===== src/rtl/tk1_round_ctrl.sv =====
`timescale 1ns/1ps
`default_nettype none
// ============================================================================
// Module   : tk1_round_ctrl
// Purpose  : TK1 (public block-counter) lane sequencer for SKINNY-128-384+
//            as used by Romulus. Holds the 56-bit counter LFSR, builds TK1
//            from counter and domain byte on call start, then applies the
//            TK1 byte permutation once per non-stalled round.
// Revision : 1.0 - initial release
// ============================================================================
module tk1_round_ctrl #(
  parameter int ROUNDS = 40
) (
  input  logic        clk,
  input  logic        rst_n,
  input  logic        cnt_init,
  input  logic        cnt_inc,
  input  logic [7:0]  dom,
  input  logic        start,
  input  logic        stall,
  output logic        busy,
  output logic        done,
  output logic        rk_valid,
  output logic [5:0]  round,
  output logic        last,
  output logic [63:0] rk1,
  output logic [55:0] cnt
);

  localparam logic [5:0]  LAST_ROUND = 6'(ROUNDS - 1);
  localparam logic [55:0] CNT_RESET  = 56'h1;
  localparam logic [55:0] CNT_TAPS   = 56'h95;

  typedef enum logic [0:0] {
    IDLE = 1'b0,
    RUN  = 1'b1
  } state_t;

  state_t       state;
  logic [127:0] tk1;

  // One step of the x^56+x^7+x^4+x^2+1 Galois LFSR.
  function automatic logic [55:0] lfsr_next(input logic [55:0] c);
    return {c[54:0], 1'b0} ^ (c[55] ? CNT_TAPS : 56'h0);
  endfunction

  // Counter bytes go low byte first into TK1 bytes 0..6, domain in byte 7,
  // second row pair is all zero.
  function automatic logic [127:0] load_tk1(input logic [55:0] c,
                                            input logic [7:0]  d);
    return {c[7:0], c[15:8], c[23:16], c[31:24], c[39:32], c[47:40],
            c[55:48], d, 64'h0};
  endfunction

  // Byte k of t lives at t[127-8k -: 8]; new bytes 0..7 are old bytes
  // 9,15,8,13,10,14,12,11 and the old upper half drops into bytes 8..15.
  function automatic logic [127:0] pt(input logic [127:0] t);
    return {t[55:48], t[7:0], t[63:56], t[23:16],
            t[47:40], t[15:8], t[31:24], t[39:32],
            t[127:64]};
  endfunction

  // Block counter: init wins over increment; independent of the call FSM.
  always_ff @(posedge clk or negedge rst_n) begin
    if (!rst_n) begin
      cnt <= CNT_RESET;
    end else if (cnt_init) begin
      cnt <= CNT_RESET;
    end else if (cnt_inc) begin
      cnt <= lfsr_next(cnt);
    end
  end

  // Call FSM: load TK1 on accepted start, step one round per free cycle,
  // pulse done for one cycle after the last round is consumed.
  always_ff @(posedge clk or negedge rst_n) begin
    if (!rst_n) begin
      state    <= IDLE;
      busy     <= 1'b0;
      rk_valid <= 1'b0;
      done     <= 1'b0;
      round    <= 6'd0;
      tk1      <= 128'h0;
    end else begin
      done <= 1'b0;
      case (state)
        IDLE: begin
          if (start) begin
            state    <= RUN;
            busy     <= 1'b1;
            rk_valid <= 1'b1;
            round    <= 6'd0;
            tk1      <= load_tk1(cnt, dom);
          end
        end
        RUN: begin
          if (!stall) begin
            if (round == LAST_ROUND) begin
              // tk1 and round are left as they were for the final round.
              state    <= IDLE;
              busy     <= 1'b0;
              rk_valid <= 1'b0;
              done     <= 1'b1;
            end else begin
              round <= round + 6'd1;
              tk1   <= pt(tk1);
            end
          end
        end
        default: begin
          state    <= IDLE;
          busy     <= 1'b0;
          rk_valid <= 1'b0;
        end
      endcase
    end
  end

  assign last = rk_valid && (round == LAST_ROUND);
  assign rk1  = tk1[127:64];

endmodule
`default_nettype wire


===== config.mk =====
export PLATFORM = sky130hd
export DESIGN_NAME = tk1_round_ctrl
export DESIGN_NICKNAME = d
export VERILOG_FILES = /design/src/rtl/tk1_round_ctrl.sv
export SDC_FILE = /design/constraint.sdc
export NUM_CORES = 1
export LEC_CHECK = 0
export ABC_CLOCK_PERIOD_IN_PS = 5500
export BUFFER_PORTS_ARGS = -buffer_cell sky130_fd_sc_hd__buf_2
export CAP_MARGIN = 20
export CORE_MARGIN = 2
export CORE_UTILIZATION = 55
export CTS_BUF_LIST = sky130_fd_sc_hd__clkbuf_16
export DETAILED_ROUTE_END_ITERATION = 10
export PLACE_DENSITY = 0.76
export SYNTH_ARGS = -nofsm -noshare
export SYNTH_HDL_FRONTEND = slang
export SYNTH_SLANG_ARGS = --single-unit

===== constraint.sdc =====
create_clock -name clk -period 5.5 [get_ports clk]
set_input_delay 0.275 -clock clk [delete_from_list [all_inputs] [get_ports clk]]
set_output_delay 0.275 -clock clk [all_outputs]
set_load 0.02 [all_outputs]

* Yosys cells after proc, flatten, opt, wreduce, memory -nomap -nowiden
Index checks and enable logic that the tools add are counted.
** Storage, ports and cells
- Register bits :: 193
- Bits in latches :: 0
- RAM bits :: 0
- Bits in read-only memories :: 0
- Output and inout bits :: 130
- Word-level logic and storage cells :: 40
- Memories :: 0
** Operators by class
- $add $sub $neg :: 1
- $mul :: 0
- Div/mod/pow operators :: 0
- $lt $le $gt $ge :: 0
- Equality and inequality tests :: 5
- Shifts and indexed selects :: 0
- Mux-type cells :: 22
- Bitwise logic cells :: 2
- Reductions and logical operators :: 4
** Operators by type and width (number)
- 2-to-1 mux 128 bit :: 3
- one-hot mux 128 bit (2 select lines) :: 1
- 2-to-1 mux 56 bit :: 2
- XOR 56 x 8 -> 56 bit :: 1
- 2-to-1 mux 6 bit :: 3
- one-hot mux 6 bit (2 select lines) :: 1
- 2-to-1 mux 1 bit :: 9
- 2-to-1 mux 8 bit :: 1
- adder 6 x 1 -> 6 bit (second input constant) :: 1
- == test 6 bit (second input constant) :: 1
- inequality test 2 bit (second input constant) :: 3
- AND reduction 3 bit :: 2
- one-hot mux 1 bit (2 select lines) :: 2
- inequality test 2 x 1 -> 1 bit (second input constant) :: 1
- nonzero test 2 bit :: 1
- logical AND 1 bit :: 1
- NOT 1 bit :: 1

* Depth between registers and ports, before layout
Gate-level depths: netlist of run 1.
- Depth in word-level cells :: 4
- Depth in mapped cells :: 8
- Mapped depth without buffers :: 4

* Worst setup path before layout of run 1
Ideal clock, no wire load.
- Path type :: reg2out
- Start :: register round[0]
- End :: output last
- Data arrival time :: 1733 ps
- Data required time :: 5225 ps
- Setup slack :: 3492 ps
- Stages on the path, launching flop included :: 8
- Buffers on the path :: 4
- Path through :: dfrtp_1 -> ha_1 -> buf_2 -> and2_1 -> buf_2 -> buf_2 -> buf_2 -> and3_1
** Between the ends
- Longest elaborated chain between the ends :: 2
** RTL lines
- from (decl) :: line 24 : output logic [5:0] round,
- from (signal assigned) :: line 105 : round <= round + 6'd1;
- == test 6 bit :: line 119 : assign last = rk_valid && (round == LAST_ROUND);
- logical AND 1 bit :: line 119
- to (decl) :: line 25 : output logic last,
Every way passes these cells.

* Final worst setup path of run 1
- Start :: register round[5]
- End :: output last
The elaborated chain is that of the path after synthesis.

==> results.toml, run 1 <==
[floorplan]
dieArea_sq_mm = 0.0222
rows = 53
fp.dieW_um = 149
start_util_pct = 55.6
die_y_um = 149
pin_count = 144
core_sq_mm = 0.0208

[timing]
finalSetupTns_ns = 0
setup_viol = 0
max_freq_mhz = 295
finalCriticalPeriod_ns = 3.39
skew_ns = 0.0105
slew_headroom_pct = 31.0
tightest_slew_ns = 1.03
period_share_pct = 61.7
rsz0062_at_grt = "false"
layout_setup_ws_ns = 2.11
finalHoldViolations = 24
slew_viol_final = 0
whs_ns = -0.0661

[clocking]
cts_tree = "built"
cts.sinks = 193
cts_resized = 0
cts_buffer_depth = 2
htree_levels = 4
numCtsBuffers = 17
ctsHoldBuffers = 0
post_cts_buffers = 0
clk_pin_slew_ns = 0.07
cts_root_buf = "clkbuf_16"
insertion_delay_ns = 0.44

[global_routing]
antenna_found_initial = 0
grt_overflow = 0
grt_pass1_vias = 9234
grt_pass1_wl_mm = 51.7
grt_usage_pct = 29.0
grt_max_degree = 135

[layout]
final_common_cell = "nand2_1"
seqCellArea_sq_mm = 0.00484
multi_input_area_sq_mm = 0.00571
diodes = 0
nets = 1319
utilization_pct = 59.7
fillers = 1811
final_layout_size_suffix_gt1_share_pct = 15.3
layout_common_cells = "nand2_1, dfrtp_1, buf_2, a211o_1, nor2_1"
syn2layout_area_growth_pct = 7.29

[detailed_routing]
drc = 0
antenna_left = 0
first_pass_iters = 5
wire_per_inst_um = 20.1
vias_per_cell = 6.26
wl_mm = 32.0
first_iter_violations = 1234
vias = 9964

[power]
p_leak_uw = 0.00584
peakVddDrop_mv = 0.240
p_per_area_mw_per_mm2 = 431

[critical_path]
startpoint_type = "register"
crit_arrival_ns = 3.12
cp_max_fo = 73
reg2regPathDepth = 5
critical_path_class = "register to output pin"
worst_setup_path_end_kind = "output pin"
cp.required_ns = 5.22

[run]
drv_cap = 0

[status]
status = "finished, violations left"
violations = "negative hold slack"

[synthesis]
avgSynthCellArea_sq_um = 8.70
synth_ff_type = "dfrtp_1"
synthArstFlopShare_pct = 100
syn_inst = 1332
syn-cell-area_sq_mm = 0.0116
synth_edf_count = 0
yosys_warnings = 0
synth_cell_types = 39
ys_seq_area_share_pct = 41.7
synthesis.nets = 1347
synth-seq-cells = 193

[placed_design]
io_buffers = 143
hpwl_mm = 18.9
dp_slack_ns = 2.59
place_congestion = 0.787

[min_path]
min_path_type = "input pin to asynchronous set/reset pin"
area by class of cell:
type	count	area share, %
clock inverters	15	1.80
multi-input cells	931	45.9
well taps	275	2.77
flip-flops and latches	193	38.9
clock buffers	17	3.42
repair buffers	159	7.15
inverters	2	0.0604
worst max-delay path: stages, from the launching register on:
cell     delay, ns
dfrtp_2       0.34
buf_4         0.67
and2_4        0.69
buf_4         0.56
and3_1        0.24
buf_2         0.16
registers in the layout (all words and copies together), names as in the netlist:
name / count
tk1: 128
round: 6
state: 1
rk_valid: 1
cnt: 56
done: 1
path summary, 6_finish.rpt:
path | from | end | slack, ns
worst min register to register | tk1[44] | tk1[44] | 0.51
worst min-delay path | rst_n | round[2] | -0.07
worst max-delay path | round[5] | last | 2.11
min in group clk | dom[2] | tk1[66] | 0.19
worst max register to register | round[5] | tk1[81] | 2.63
max in group asynchronous | rst_n | round[5] | 4.27
power breakdown:
| part | internal (uW) | switching (uW) |
|---|---|---|
| clock network | 778 | 606 |
| registers | 1750 | 372 |
| logic | 607 | 1240 |
per-layer routing:
| layer | wire (um) | part of all wire (%) | global-route usage (%) |
|---|---|---|---|
| met4 | 652 | 2.0 | 8.67 |
| met1 | 14200 | 44 | 42.8 |
| met5 | 0 | 0 | 0 |
| met3 | 1910 | 6.0 | 4.34 |
| met2 | 15200 | 47 | 44.4 |
per-stage QoR:
stage	power [uW]	area, sq um	instances
global placement	3930	11800	1559
CTS	5340	12400	1591
floorplan	3570	11600	1332
global route	5620	12400	1592
detailed placement	3960	11800	1559
finish	5350	12400	1592
logic make-up after synthesis:
kind of cell	count (synthesis)	synth area share (%)
buf+inv	208	9.31
xor+xnor	4	0.302
mux	116	10.0
compound gates	342	22.0
simple gates	468	16.5
fa+ha+maj	1	0.108
flops	193	41.7
synthesized netlist by cell type, drive strengths merged, types with 2 or more instances:
master | n | area, sq um
a211o | 129 | 1130
a211oi | 68 | 510
a21oi | 8 | 40.0
and2 | 4 | 25.0
and3 | 2 | 12.5
buf | 107 | 699
clkbuf | 99 | 372
dfrtp | 192 | 4800
inv | 2 | 7.51
mux2i | 116 | 1160
nand2 | 261 | 980
nand2b | 2 | 12.5
nand3 | 68 | 340
nand4b | 2 | 17.5
nor2 | 121 | 454
nor2b | 2 | 12.5
nor4 | 2 | 27.5
o211ai | 62 | 465
o21ai | 67 | 335
o31a | 2 | 17.5
xnor2 | 3 | 26.3
Power figures use the tool's default switching activity.
==> run 2: changes to the inputs <==
Settings changed: ABC_CLOCK_PERIOD_IN_PS 5500 to 3200.
Clock period 5.5 ns to 3.2 ns, I/O delays scaled along.
==> run 2 against run 1 <==
  * The flow now finishes without violations
  * Die area unchanged
  * Sequential cell count unchanged
  * Global-route usage decreased by 0.53 points
  * Clock skew increased by 0.0030 ns
  * First-iteration DRC count decreased by 10%
  * Register-to-register slack got worse by 1.8 ns
  * Combinational power increased by 75%
  * Count of clock-buffer cells in the layout unchanged
  * Power increased by 70%
  * Routed wire length decreased by 0.40%
  * Critical path type is now register to register
==> results.toml, run 2 (synthesized netlist as in run 1, its figures left out) <==
[detailed_routing]
drc = 0
wl_mm = 31.8
antenna_left = 0
first_iter_violations = 1105
vias_per_cell = 6.23
first_pass_iters = 5
wire_per_inst_um = 20.0
vias = 9930

[critical_path]
cp.required_ns = 3.50
startpoint_type = "register"
worst_setup_path_end_kind = "register"
cp.buffers_inverters = 1
slowest_stage = "a21oi_4"
slowest_delay_ns = 0.78
crit_chain = "ha_2 > and2_4 > a21oi_4 > buf_4 > o211ai_1"
cp_max_fo = 35
critical_path_class = "register to register"
crit_arrival_ns = 2.68
critPathTopFamily = "compound AO/OA/AOI/OAI gates"

[placed_design]
io_buffers = 143
place_congestion = 0.828
dp_slack_ns = 0.824
placedCellCount = 1561
hpwl_mm = 18.7

[clocking]
cts_buffer_depth = 2
cts_tree = "built"
cts_root_buf = "clkbuf_16"
numCtsBuffers = 17
htree_levels = 4
insertion_delay_ns = 0.44
cts.sinks = 193
clk_pin_slew_ns = 0.07

[timing]
finalCriticalPeriod_ns = 2.38
slew_headroom_pct = 33.2
tightest_slew_ns = 1.00
setup_viol = 0
period_share_pct = 74.4
rsz0062_at_grt = "false"
slew_viol_final = 0
layout_setup_ws_ns = 0.819
finalSetupTns_ns = 0
skew_ns = 0.0136
max_freq_mhz = 420
whs_ns = 0.0760
finalHoldViolations = 0

[layout]
diodes = 0
layout_common_cells = "nand2_1, dfrtp_1, buf_2, a211o_1, nor2_1"
multi_input_area_sq_mm = 0.00571
final_common_cell = "nand2_1"
largest_reg_flops = 128
nets = 1322
max_flop_register = "tk1"
layoutNonFillerInstCount = 1595
fillers = 1836
top_regs = "tk1: 128 flops, cnt: 56 flops, round: 6 flops"
syn2layout_area_growth_pct = 7.63
seqCellArea_sq_mm = 0.00484
final_layout_size_suffix_gt1_share_pct = 15.5

[power]
p_per_area_mw_per_mm2 = 730
peakVddDrop_mv = 0.569
p_leak_uw = 0.00586

[run]
drv_cap = 0

[floorplan]
die_y_um = 149
rows = 53
start_util_pct = 55.6
dieArea_sq_mm = 0.0222
core_sq_mm = 0.0208
pin_count = 144
fp.dieW_um = 149

[global_routing]
antenna_found_initial = 0
grt_pass1_wl_mm = 50.8
grt_max_degree = 143
grt_overflow = 0
grt_usage_pct = 28.5
grt_pass1_vias = 9123

[min_path]
min_path_type = "input pin to register"

[status]
status = "finished clean"
## run 2: cell types whose count changed in the layout (fill, tap and decap cells not counted), moves of 2 or more
cell       before  now
buf_12          1    8
inv_6           4    6
bufinv_16       4    2
buf_4          16   12
## run 2: worst register-to-register path: stages, from the launching register on
cell      delay, ns
dfrtp_1        0.45
ha_2           0.22
and2_4         0.15
a21oi_4        0.78
buf_4          0.47
o211ai_1       0.17
## run 2: final timing paths
path	from	to	slack, ns	cells past startpoint
worst max-delay path	round[0]	tk1[47]	0.82	5
worst min-delay path	dom[4]	tk1[68]	0.08	4
max in group asynchronous	rst_n	tk1[80]	2.07	3
min in group asynchronous	rst_n	round[3]	0.22	2
worst min register to register	tk1[7]	tk1[7]	0.51	2
worst max register to register	round[0]	tk1[47]	0.82	5
## run 2: per-layer routing
layer	vias to the layer above	share of wire, %	global-route usage (%)
met3	46	5.7	4.31
met1	4906	45	42.4
li1	4611	-	-
met4	0	2.0	7.86
met5	-	0	0
met2	367	47	43.5
## run 2: final cells by class
type,count,share of cell area (%)
clock buffer,17,3.41
clock inverter,15,1.37
inverter,2,0.0602
multi-input combinational,931,45.8
sequential,193,38.8
tap,275,2.76
timing repair buffer,162,7.87
## run 2: timing repair
item                                   CTS  global route
endpoints found under the hold margin   39             0
gates resized for setup                  0             0
hold buffers                             1             0
buffers inserted                         0             0
## run 2: report_power, final
| part | leakage (uW) | internal (uW) | switching [uW] |
|---|---|---|---|
| Combinational | 0.00294 | 1070 | 2160 |
| Clock | 0.000286 | 1180 | 1050 |
| Sequential | 0.00263 | 3010 | 626 |
| Total | 0.00586 | 5260 | 3840 |
## run 2: per-stage QoR
stage	power [uW]	util, %	cell area (sq um)
after global placement	6790	56.9	11800
after CTS	9090	59.8	12500
after global routing	9550	59.9	12500
after floorplan	6140	-	11600
after detailed placement	6860	56.9	11800
final	9100	59.9	12500
==> run 3: changes to the inputs <==
Settings changed: ABC_CLOCK_PERIOD_IN_PS 3200 to 2300.
Clock period 3.2 ns to 2.3 ns, I/O delays scaled along.
==> run 3 against run 2 <==
  * Utilization is 1.1 points higher
  * Clock power is 31% higher
  * Worst hold slack worse by 0.056 ns
  * Setup slack worse by 0.64 ns
  * Final area is 1.8% higher
  * Sequential power is 39% higher
  * Largest cell class unchanged
  * Largest power group unchanged
==> results.toml, run 3 (synthesized netlist as in run 1, its figures left out) <==
[status]
status = "finished clean"

[detailed_routing]
first_pass_iters = 6
wl_mm = 31.8
antenna_left = 0
wire_per_inst_um = 19.7
first_iter_violations = 1188
vias_per_cell = 6.24
vias = 10074
drc = 0

[timing]
finalSetupTns_ns = 0
period_share_pct = 92.4
finalCriticalPeriod_ns = 2.13
slew_viol_final = 0
slew_headroom_pct = 54.9
whs_ns = 0.0199
skew_ns = 0.0180
rsz0062_at_grt = "false"
setup_viol = 0
max_freq_mhz = 471
tightest_slew_ns = 0.677
finalHoldViolations = 0

[global_routing]
grt_max_degree = 88
grt_pass1_wl_mm = 51.4
antenna_found_initial = 0
grt_overflow = 0
grt_usage_pct = 29.0
grt_pass1_vias = 9274

[critical_path]
cp.required_ns = 2.18
cp.buffers_inverters = 2
crit_arrival_ns = 2.01
cp_max_fo = 26
startpoint_type = "register"
critPathTopFamily = "simple AND/OR/NAND/NOR gates"
slowest_delay_ns = 0.46
critical_path_class = "register to output pin"
crit_chain = "ha_2 > and2_4 > buf_12 > and3_1 > buf_2"
worst_setup_path_end_kind = "output pin"
slowest_stage = "dfrtp_1"

[layout]
syn2layout_area_growth_pct = 9.53
max_flop_register = "tk1"
utilization_pct = 60.9
multi_input_area_sq_mm = 0.00571
final_common_cell = "nand2_1"
fillers = 1837
diodes = 0
nets = 1341
layout_common_cells = "nand2_1, dfrtp_1, buf_2, a211o_1, nor2_1"
top_regs = "tk1: 128 flops, cnt: 56 flops, round: 6 flops"
largest_reg_flops = 128
final_layout_size_suffix_gt1_share_pct = 16.7
seqCellArea_sq_mm = 0.00484

[clocking]
cts_resized = 0
numCtsBuffers = 17
htree_levels = 4
cts_root_buf = "clkbuf_16"
insertion_delay_ns = 0.46
cts.sinks = 193
cts_buffer_depth = 2
clk_pin_slew_ns = 0.07
cts_tree = "built"

[floorplan]
fp.dieW_um = 149
dieArea_sq_mm = 0.0222
pin_count = 144
start_util_pct = 55.6
rows = 53
core_sq_mm = 0.0208
die_y_um = 149

[power]
p_leak_uw = 0.00597
p_per_area_mw_per_mm2 = 997
peakVddDrop_mv = 0.688

[run]
drv_cap = 0

[placed_design]
hpwl_mm = 20.5
io_buffers = 143
place_congestion = 0.860

[min_path]
min_path_type = "input pin to register"
-- run 3: cell count changes in the layout (fill, tap and decap cells not counted) --
cell | before | now
buf_12 | 8 | 16
buf_4 | 12 | 23
bufinv_16 | 2 | 0
clkinv_8 | 0 | 2
clkinvlp_4 | 3 | 4
inv_6 | 6 | 3
inv_8 | 2 | 4
-- run 3: final cells by class --
| class | instances | share of cell area [%] |
|---|---|---|
| multi-input cells | 931 | 45.0 |
| flip-flops and latches | 193 | 38.1 |
| repair buffers | 181 | 9.64 |
| clock buffers | 17 | 3.35 |
| well taps | 275 | 2.71 |
| clock inverters | 15 | 1.16 |
| inverters | 2 | 0.0592 |
-- run 3: stage by stage --
| stage | instances | power [uW] | instance area, sq um | worst slack [ns] |
|---|---|---|---|---|
| floorplan | 1332 | 8550 | 11600 | 0.393 |
| global placement | 1581 | 9610 | 12100 | 0.555 |
| detailed placement | 1581 | 9710 | 12100 | 0.509 |
| CTS | 1614 | 12600 | 12700 | 0.184 |
| global route | 1614 | 13300 | 12700 | 0.0827 |
| finish | 1614 | 12700 | 12700 | 0.175 |
-- run 3: power by group --
part / switching (uW) / total (uW) / internal (uW)
sequential: 870 / 5050 / 4180
clock: 1490 / 2930 / 1440
combinational: 3040 / 4670 / 1630
-- run 3: layer usage --
| layer | global-route usage, % | up-vias | part of all wire [%] |
|---|---|---|---|
| met3 | 4.31 | 42 | 6.8 |
| met1 | 42.3 | 4941 | 44 |
| met5 | 0 | - | 0 |
| li1 | - | 4652 | - |
| met2 | 45.0 | 439 | 47 |
| met4 | 8.86 | 0 | 2.0 |
-- run 3: tightest hold or removal path: cells and delay by family --
family          cells  cell delay [ns]
compound gates      1             0.10
simple gates        1             0.09
buf+inv             1             0.07
mux                 1             0.05
-- run 3: worst paths after layout --
kind,startpoint,endpoint,slack [ns],depth (start not counted)
setup / recovery,round[0],last,0.17,5
hold / removal,dom[2],tk1[66],0.02,4
setup reg to reg,round[3],tk1[107],0.42,4
hold reg to reg,tk1[8],tk1[8],0.51,2
max in group asynchronous,rst_n,cnt[19],1.21,3
min in group asynchronous,rst_n,round[5],0.26,2
-- run 3: repair_timing --
item / in CTS / in global routing
endpoints found under the hold margin: 69 / 0
hold buffers: 1 / 0
buffers inserted: 0 / 0
